==> src/rtl/network_pkg.sv <==
// ---------------------------------------------------------------------------
// network_pkg
// Shared definitions for the inference-core launcher and its consumers:
//   - state_e       : launcher FSM encoding (IDLE=0, START=1, WAIT=2, HOLD=3)
//   - RESULT_W_DEF  : default width of the core result / captured label
//   - CNT_W_DEF     : default width of the latency and run counters
//   - TIMEOUT_LABEL : label value reported when a run is aborted by timeout
// ---------------------------------------------------------------------------
package network_pkg;

  localparam int RESULT_W_DEF = 32;
  localparam int CNT_W_DEF    = 16;

  typedef enum logic [1:0] {
    IDLE  = 2'd0,
    START = 2'd1,
    WAIT  = 2'd2,
    HOLD  = 2'd3
  } state_e;

  // Consumers compare res_label against this to recognise an aborted run.
  localparam logic [RESULT_W_DEF-1:0] TIMEOUT_LABEL = '1;

endpackage : network_pkg

==> src/rtl/network_launcher_if.sv <==
// ---------------------------------------------------------------------------
// network_launcher_if
// Bundles the three channels around the launcher:
//   request : req_valid / req_ready          (controller -> launcher)
//   core    : core_start, core_done, core_return (launcher <-> inference core)
//   result  : res_valid / res_ready, res_label, res_timeout, res_cycles
//             (launcher -> downstream)
// Modports:
//   master : the launcher side (drives start, req_ready and the result channel)
//   slave  : the environment side (controller, core and result consumer)
// ---------------------------------------------------------------------------
interface network_launcher_if #(
  parameter int RESULT_W = network_pkg::RESULT_W_DEF,
  parameter int CNT_W    = network_pkg::CNT_W_DEF
);

  logic                req_valid;
  logic                req_ready;
  logic                core_start;
  logic                core_done;
  logic [RESULT_W-1:0] core_return;
  logic                res_valid;
  logic                res_ready;
  logic [RESULT_W-1:0] res_label;
  logic                res_timeout;
  logic [CNT_W-1:0]    res_cycles;

  modport master (
    input  req_valid,
    output req_ready,
    output core_start,
    input  core_done,
    input  core_return,
    output res_valid,
    input  res_ready,
    output res_label,
    output res_timeout,
    output res_cycles
  );

  modport slave (
    output req_valid,
    input  req_ready,
    input  core_start,
    output core_done,
    output core_return,
    input  res_valid,
    output res_ready,
    input  res_label,
    input  res_timeout,
    input  res_cycles
  );

endinterface : network_launcher_if

==> src/rtl/sat_counter.sv <==
// ---------------------------------------------------------------------------
// sat_counter
// Up-counter that sticks at 2^W-1 instead of wrapping.
// Ports:
//   clock  : rising-edge clock
//   reset  : synchronous, active-low reset (count -> 0)
//   clear  : synchronous clear, has priority over inc
//   inc    : advance by one unless already saturated
//   count  : current value
// ---------------------------------------------------------------------------
module sat_counter #(
  parameter int W = 16
) (
  input  logic         clock,
  input  logic         reset,
  input  logic         clear,
  input  logic         inc,
  output logic [W-1:0] count
);

  logic [W-1:0] count_q, count_d;

  always_comb begin
    count_d = count_q;
    if (clear) begin
      count_d = '0;
    end else if (inc && (count_q != '1)) begin
      count_d = count_q + 1'b1;
    end
  end

  // NOTE: state is updated with non-blocking assignments so every flop samples
  // the pre-edge values of the others, independent of process ordering.
  always_ff @(posedge clock) begin
    if (!reset) begin
      count_q <= '0;
    end else begin
      count_q <= count_d;
    end
  end

  assign count = count_q;

endmodule : sat_counter

==> src/rtl/network_launcher.sv <==
// ---------------------------------------------------------------------------
// network_launcher
// Initiator for the inference core's start/done/return interface. Accepts a
// run request, pulses core_start for one cycle, waits for core_done (or a
// timeout), captures the label and latency, and holds them on the result
// channel until accepted. Counts delivered results.
// Ports:
//   clock     : rising-edge clock
//   reset     : synchronous, active-low reset
//   bus       : request / core / result channels (master side)
//   busy      : launcher is not IDLE
//   run_count : delivered results since reset, saturating
// Latency convention: the START cycle is cycle 0; a done sampled k cycles
// later reports res_cycles = k.
// ---------------------------------------------------------------------------
module network_launcher
  import network_pkg::*;
#(
  parameter int          RESULT_W       = RESULT_W_DEF,
  parameter int          CNT_W          = CNT_W_DEF,
  parameter int unsigned TIMEOUT_CYCLES = 4096
) (
  input  logic                 clock,
  input  logic                 reset,
  network_launcher_if.master   bus,
  output logic                 busy,
  output logic [CNT_W-1:0]     run_count
);

  localparam logic [CNT_W-1:0]  CNT_MAX   = '1;
  localparam longint unsigned   CNT_MAX_L = (64'd1 << CNT_W) - 64'd1;

  // The latency counter reaches TIMEOUT_CYCLES-1 only if that value fits in
  // CNT_W bits; a larger limit can never fire, so it behaves as disabled.
  localparam bit TIMEOUT_EN =
    (TIMEOUT_CYCLES != 0) && ((64'(TIMEOUT_CYCLES) - 64'd1) <= CNT_MAX_L);
  localparam logic [CNT_W-1:0] TIMEOUT_LAST = CNT_W'(TIMEOUT_CYCLES - 1);
  localparam logic [CNT_W-1:0] TIMEOUT_SAT  =
    (64'(TIMEOUT_CYCLES) > CNT_MAX_L) ? CNT_MAX : CNT_W'(TIMEOUT_CYCLES);

  state_e              state_q, state_d;
  logic [RESULT_W-1:0] label_q, label_d;
  logic [CNT_W-1:0]    cycles_q, cycles_d;
  logic                timeout_q, timeout_d;

  logic                lat_clear, lat_inc, run_inc;
  logic [CNT_W-1:0]    lat_count;

  sat_counter #(.W(CNT_W)) u_lat_counter (
    .clock (clock),
    .reset (reset),
    .clear (lat_clear),
    .inc   (lat_inc),
    .count (lat_count)
  );

  sat_counter #(.W(CNT_W)) u_run_counter (
    .clock (clock),
    .reset (reset),
    .clear (1'b0),
    .inc   (run_inc),
    .count (run_count)
  );

  // NOTE: every signal written here gets a default first, so no path through
  // the case statement can leave one unassigned and infer a latch.
  always_comb begin
    state_d   = state_q;
    label_d   = label_q;
    cycles_d  = cycles_q;
    timeout_d = timeout_q;
    lat_clear = 1'b0;
    lat_inc   = 1'b0;
    run_inc   = 1'b0;

    unique case (state_q)
      IDLE: begin
        if (bus.req_valid) begin
          state_d = START;
        end
      end

      START: begin
        // core_done is deliberately not looked at here.
        lat_clear = 1'b1;
        state_d   = WAIT;
      end

      WAIT: begin
        lat_inc = 1'b1;
        // Done is checked first so it wins over a coincident timeout.
        if (bus.core_done) begin
          label_d   = bus.core_return;
          cycles_d  = (lat_count == CNT_MAX) ? CNT_MAX : lat_count + 1'b1;
          timeout_d = 1'b0;
          state_d   = HOLD;
        end else if (TIMEOUT_EN && (lat_count == TIMEOUT_LAST)) begin
          label_d   = {RESULT_W{1'b1}};  // same pattern as TIMEOUT_LABEL
          cycles_d  = TIMEOUT_SAT;
          timeout_d = 1'b1;
          state_d   = HOLD;
        end
      end

      HOLD: begin
        if (bus.res_ready) begin
          run_inc = 1'b1;
          state_d = IDLE;
        end
      end

      default: state_d = IDLE;
    endcase
  end

  // NOTE: only the control and result registers are reset; they are plain
  // flops, so clearing them here costs nothing and a pending result cannot
  // leak past a reset.
  always_ff @(posedge clock) begin
    if (!reset) begin
      state_q   <= IDLE;
      label_q   <= '0;
      cycles_q  <= '0;
      timeout_q <= 1'b0;
    end else begin
      state_q   <= state_d;
      label_q   <= label_d;
      cycles_q  <= cycles_d;
      timeout_q <= timeout_d;
    end
  end

  // Handshake outputs are decoded from state; req_ready is additionally
  // gated so no request is acknowledged while reset is held.
  assign bus.req_ready   = reset && (state_q == IDLE);
  assign bus.core_start  = (state_q == START);
  assign bus.res_valid   = (state_q == HOLD);
  assign bus.res_label   = label_q;
  assign bus.res_cycles  = cycles_q;
  assign bus.res_timeout = timeout_q;
  assign busy            = (state_q != IDLE);

endmodule : network_launcher

==> src/flat_wrapper.sv <==
// flat-port wrapper written by rule: the top's interface ports become plain ports
module network_launcher_flat import network_pkg::*;
#(
  parameter int          RESULT_W       = RESULT_W_DEF,
  parameter int          CNT_W          = CNT_W_DEF,
  parameter int unsigned TIMEOUT_CYCLES = 4096
)
  (clock, reset, busy, run_count, bus_req_valid, bus_req_ready, bus_core_start, bus_core_done, bus_core_return, bus_res_valid, bus_res_ready, bus_res_label, bus_res_timeout, bus_res_cycles);
  network_launcher_if #(.RESULT_W(RESULT_W), .CNT_W(CNT_W)) bus_i ();
  input  logic clock;
  input  logic reset;
  output logic busy;
  output logic [CNT_W-1:0] run_count;
  input wire logic [$bits(bus_i.req_valid)-1:0] bus_req_valid;
  output wire logic [$bits(bus_i.req_ready)-1:0] bus_req_ready;
  output wire logic [$bits(bus_i.core_start)-1:0] bus_core_start;
  input wire logic [$bits(bus_i.core_done)-1:0] bus_core_done;
  input wire logic [$bits(bus_i.core_return)-1:0] bus_core_return;
  output wire logic [$bits(bus_i.res_valid)-1:0] bus_res_valid;
  input wire logic [$bits(bus_i.res_ready)-1:0] bus_res_ready;
  output wire logic [$bits(bus_i.res_label)-1:0] bus_res_label;
  output wire logic [$bits(bus_i.res_timeout)-1:0] bus_res_timeout;
  output wire logic [$bits(bus_i.res_cycles)-1:0] bus_res_cycles;
  assign bus_i.req_valid = bus_req_valid;
  assign bus_req_ready = bus_i.req_ready;
  assign bus_core_start = bus_i.core_start;
  assign bus_i.core_done = bus_core_done;
  assign bus_i.core_return = bus_core_return;
  assign bus_res_valid = bus_i.res_valid;
  assign bus_i.res_ready = bus_res_ready;
  assign bus_res_label = bus_i.res_label;
  assign bus_res_timeout = bus_i.res_timeout;
  assign bus_res_cycles = bus_i.res_cycles;
  network_launcher #(.RESULT_W(RESULT_W), .CNT_W(CNT_W), .TIMEOUT_CYCLES(TIMEOUT_CYCLES)) u_core (.clock(clock), .reset(reset), .bus(bus_i), .busy(busy), .run_count(run_count));
endmodule
==> config.mk <==
export PLATFORM = sky130hd
export DESIGN_NAME = network_launcher_flat
export DESIGN_NICKNAME = d
export VERILOG_FILES = /design/src/rtl/network_pkg.sv /design/src/rtl/network_launcher_if.sv /design/src/rtl/sat_counter.sv /design/src/rtl/network_launcher.sv /design/src/flat_wrapper.sv
export SDC_FILE = /design/constraint.sdc
export NUM_CORES = 1
export LEC_CHECK = 0
export ABC_CLOCK_PERIOD_IN_PS = 2900
export CORE_ASPECT_RATIO = 1.1
export CORE_MARGIN = 1.5
export CORE_UTILIZATION = 47
export DETAILED_ROUTE_END_ITERATION = 10
export PLACE_DENSITY = 0.8
export RECOVER_POWER = 50
export SLEW_MARGIN = 20
export SYNTH_ARGS = -nofsm -noshare
export SYNTH_HDL_FRONTEND = slang
export SYNTH_SLANG_ARGS = --single-unit
==> constraint.sdc <==
create_clock -name clock -period 2.9 [get_ports clock]
set_input_delay 0.29 -clock clock [delete_from_list [all_inputs] [get_ports clock]]
set_output_delay 0.29 -clock clock [all_outputs]
set_load 0.05 [all_outputs]
# Word level (Yosys, flattened, before mapping)
# Index checks and enable logic that the tools add are counted.
classes:
  mux: 16
  reduce_logical: 9
  n_eq_ne: 10
  n_addsub: 2
  bitwise: 1
op_table:
  columns: ["cell", "count"]
  rows:
  - ["$mux 32", 2]
  - ["$mux 16", 3]
  - ["$add 16x1->16 const B", 2]
  - ["$ne 16x16->1 const B", 2]
  - ["$eq 16x12->1 const B", 1]
  - ["$eq 16x16->1 const B", 1]
  - ["$mux 2", 4]
  - ["$pmux 2 s4", 1]
  - ["$mux 1", 6]
  - ["$eq 2x2->1 const B", 2]
  - ["$reduce_bool 2->1", 2]
  - ["$logic_and 1x1->1", 3]
  - ["$ne 3x2->1 const B", 1]
  - ["$reduce_and 3->1", 1]
  - ["$eq 2x1->1 const B", 1]
  - ["$logic_not 2->1", 1]
  - ["$ne 2x1->1 const B", 1]
  - ["$ne 2x2->1 const B", 1]
  - ["$reduce_and 2->1", 1]
  - ["$reduce_or 2->1", 1]
  - ["$not 1->1", 1]
word_totals:
  ff_bits: 83
  word_cells: 44
  output_inout_bits: 69
  inputBits: 37

# Depth between registers and ports, before layout
logic_depth:
  depth_word: 4
  mapped_depth: 8
  ltp_nobuf: 7

# Cells and area by module
# A second synthesis with hierarchy kept.
hier_totals:
  cells_unflattened: 392
  area_unflattened_um2: 3937.5
modules_own_cells:
  columns: ["mod", "seq_area_each_um2", "cells_each", "area_each_um2", "n_inst"]
  rows:
  - ["network_launcher", 1021.0, 210, 2208.4, 1]
  - ["sat_counter", 320.3, 91, 864.6, 2]

# Least setup slack after synthesis
# Ideal clock, no wire load.
synth_path:
  kind: "register to register"
  startpoint: "reg u_core.u_run_counter.count_q[5], in the netlist u_core.u_run_counter.count[5]"
  endpoint: "reg u_core.u_run_counter.count_q[0], in the netlist u_core.u_run_counter.count[0]"
  slack_ps: 784
  stages_incl_launch_ff: 6
  path_buffers: 0
  setup_time_ps: 128
  t_arrival_ps: 1989
  required_ps: 2772
  synth_period_minus_slack_ps: 2116
  cell_sequence: "dfxtp_1 > nand4_1 > nor4b_2 > a31oi_1 > xnor2_1 > nor2_1"
synth_via:
  elab_chain_len: 2
synth_rtl:
  columns: ["item", "line", "source"]
  rows:
  - ["start, declared", "sat_counter.sv:21", "logic [W-1:0] count_q, count_d;"]
  - ["start signal, assigned", "sat_counter.sv:38", "count_q <= count_d;"]
  - ["$ne 16x16->1", "sat_counter.sv:27", "end else if (inc && (count_q != '1)) begin"]
  - ["$logic_and 1x1->1", "sat_counter.sv:27", null]
# No other way between the ends.
# A chain may end at the register's enable or synchronous reset.

# Worst setup path after layout
layout_path:
  startpoint: "reg u_core.u_lat_counter.count_q[0], in the netlist u_core.u_lat_counter.count[0]"
  endpoint: "reg u_core.u_lat_counter.count_q[3], in the netlist u_core.u_lat_counter.count[3]"
layout_via:
  elab_chain_len: 2
  elab_cells_between_ends: 3
  cone_classes: "1 x add/sub; 1 x eq/ne; 1 x reduce/logical"
layout_rtl:
  columns: ["item", "line"]
  rows:
  - ["start, declared", "sat_counter.sv:21"]
  - ["start signal, assigned", "sat_counter.sv:38"]
  - ["parallel branches: the longest is 2 deep, another holds $add 16x1->16", null]
# Parallel ways; which one is timed is not known.

==> impl_results.md <==
- Post-CTS setup repair buffer count: 0
- Bufs on Longest Clock Path: 2
- Post-placement cell count: 539
- GRT Util Overall: 21.1%
- Area of the multi-input gates: 1730 sq um
- Final worst path period share: 83.6%
- Minimum clock period: 2.42 ns
- FMAX: 0.413 GHz
- Routability cong.: 0.839
- Post-synth EDFFs: 0
- Crit-path cells: ha_1, nand4_1, or4_1, and3_1, xnor2_1, nor2_1
- Share of layout cells above drive strength 1: 13.5%
- Worst hold endpoint: u_core.bus.res_cycles[2]
- Initial antenna violation count: 0
- Ys flop type: dfxtp_1
- Top cells by count, synth: dfxtp_1, nor2_1, o221a_2, nand2_1, nand3_1
- Total number of vias: 3099
- Distinct cells, synth: 53
- Total grt overflow: 0
- Ant diodes: 0
- Critical Path Stages: 6
- Post-CTS Resized: 0
- Seq/Total Area, Yosys: 46.2%
- Leak: 1.96 nW
- Fillers: 626
- Slowest cell on crit path: or4_1
- Cts hold-fix bufs: 0
- Most common cell in the synthesized netlist: dfxtp_1
- Synthesis-stage register bit count: 83
- Vias in the first global route: 2928
- Critical Path AT: 2.63 ns
- Syn_nets: 413
- Syn-to-layout area delta: 34.1%
- CTS tree: done
- Die Area: 8190 sq um
- Outcome: complete, no violations
- Clk_skew: 0.00614 ns
- Fraction of the mapped netlist area in compound gates: 20.8%
- I/O Buffers: 105
- Setup TNS: 0 ns
- R2R Path End: u_core.u_lat_counter.count[3]
- Synth Cell Area: 3600 sq um
- Pin count of the biggest net entering global routing: 35
- Grt met3 use: 6.82%
- First-pass GRT wire length: 13700 um
- Residual DRC count: 0
- Nature of the critical path endpoint: register
- Total Power: 3.13 mW
- Post-synth top area cell: dfxtp_1
- WL final: 8550 um
- Mux share of post-synthesis cell area: 2.26%
- Critical-path maximum fanout: 15
- Max VDD drop: 0.403 mV
- FF-to-FF Start: u_core.u_lat_counter.count[0]
- Initial Util: 48.4%
- Antenna Nets Post-Route: 0
- Clock sinks: 83
- XOR/XNOR Fraction of Synth Area: 4.87%
- Root Buffer: clkbuf_8
- M1 GR Usage: 26.2%
- Max-cap viol count: 0
- Buf/Inv on CP: 0
- CTS H-tree lvls: 3
- Synth area leaders: dfxtp_1, o221a_2, nor2_1
- RSZ-0062 raised after global routing: no
- Routed len/inst: 15.4 um
- FF+latch area: 1660 sq um
- Synth top area share: 46.2%
- Nets: 507
- R2R depth: 6
- Post-Synth Adder-Cell Area: 2.43%
- Max-slew headroom: 49.7%
- Final Non-Filler Cells: 555
- WHS Path Cells: 1
- Hold path start: u_core.bus.res_cycles[2]
- Via-per-instance ratio: 5.58
- Critical Path RT: 3.11 ns
- Reg clk slew, reported paths: 0.08 ns
- Gr busiest metal: met2
- Fraction of registers with async set/reset: 0%
- Critical path type: reg2reg
- Final setup vio count: 0
- Slew @ Worst Pin: 0.753 ns
- Cts bufs inserted: 9
- CP max stage delay: 0.87 ns
- Worst min path class: reg2reg
- I/O Pins: 106
- Initial DRC Count: 214
- Power per cell area: 649 nW/um^2
- Row count: 33
- Max-slew violations: 0
- Synth Area in Simple Gates: 18.1%
- Final Hold Vio Count: 0
- Die Y: 94.8 um
- Worst reg-to-reg setup slack: 0.48 ns
- Largest family of logic cells by synthesized area: compound AO/OA/AOI/OAI gates
- Cell family with most CP delay: simple AND/OR/NAND/NOR gates
- Met2 usage: 34.7%
- Mean Syn Cell Area: 9.75 sq um
- Post-Synthesis Cells: 369
- Startpoint Class: register
- Chip Width: 86.4 um
- Syn. warnings: 0
- Pre-antenna DRT Iters: 4
- Skew-Pair Late Insertion Delay: 0.34 ns
- Core area: 7430 sq um
- HPWL after DPL: 5910 um
[cell families after synthesis]
group,Yosys count
AOI/OAI and AO/OA,87
adders and majority gates,7
and+or+nand+nor,126
DFF,83
xor gates and xnor gates,20
buffers and inverters,38
muxes,8
[metal layers]
metal	routed length (um)	part of all wire (%)
met3	521	6.1
met5	0	0
met1	3700	43
met4	75	0.88
met2	4260	50
[power breakdown]
group / total (mW) / switching, mW / internal, mW
Clock: 0.759 / 0.404 / 0.356
Sequential: 1.34 / 0.0766 / 1.26
Combinational: 1.04 / 0.668 / 0.369
Total: 3.13 / 1.15 / 1.98
[flip-flops by register name, indices dropped and copies added, names as in the netlist]
register                    count
u_core.bus.res_timeout          1
u_core.bus.res_cycles          16
u_core.bus.res_label           32
u_core.u_run_counter.count     16
u_core.u_lat_counter.count     16
u_core.state_q                  2
[how the worst max path moves through the flow]
stage	startpoint	end	slack, ns
finish	u_core.u_lat_counter.count[0]	u_core.u_lat_counter.count[3]	0.48
floorplan	u_core.u_run_counter.count[5]	u_core.u_run_counter.count[0]	0.78
global placement	u_core.u_lat_counter.count[0]	u_core.u_lat_counter.count[3]	0.61
global route	u_core.u_lat_counter.count[0]	u_core.u_lat_counter.count[11]	0.31
detailed placement	u_core.u_lat_counter.count[0]	u_core.u_lat_counter.count[13]	0.56
CTS	u_core.u_lat_counter.count[0]	u_core.u_lat_counter.count[13]	0.53
[cell usage in the layout, fill, tap and decap left out, types with 4 or more instances in the layout]
| master | n |
|---|---|
| nor3_1 | 13 |
| nand2_1 | 23 |
| buf_4 | 6 |
| o21ai_0 | 10 |
| xor2_1 | 8 |
| a21o_1 | 5 |
| dlygate4sd3_1 | 65 |
| and3_1 | 6 |
| ha_1 | 7 |
| inv_1 | 10 |
| a21oi_1 | 12 |
| nand4_1 | 9 |
| o2bb2ai_1 | 4 |
| xnor2_1 | 12 |
| mux2i_1 | 7 |
| o221a_2 | 32 |
| clkbuf_8 | 11 |
| dfxtp_1 | 83 |
| nor2_1 | 35 |
| clkdlybuf4s50_1 | 39 |
| nand3_1 | 19 |
[final cells by class]
| cell class | instances | share of cell area, % |
|---|---|---|
| multi-input combinational | 248 | 35.8 |
| sequential | 83 | 34.4 |
| timing repair buffer | 111 | 22.9 |
| clock buffer | 12 | 3.22 |
| tap | 87 | 2.26 |
| inverter | 10 | 0.778 |
| clock inverter | 4 | 0.519 |
[per-stage QoR]
step,area (sq um),hold WS [ns],worst slack [ns],utilization [%]
6_report,4820,0.449,0.477,64.9
5_1_grt,4820,0.479,0.310,64.9
4_1_cts,4840,0.461,0.526,65.1
3_5_place_dp,4660,0.440,0.561,62.6
3_3_place_gp,4660,0.433,0.614,62.6
2_1_floorplan,3600,0.449,0.784,-
(Power assumes the default switching activity.)
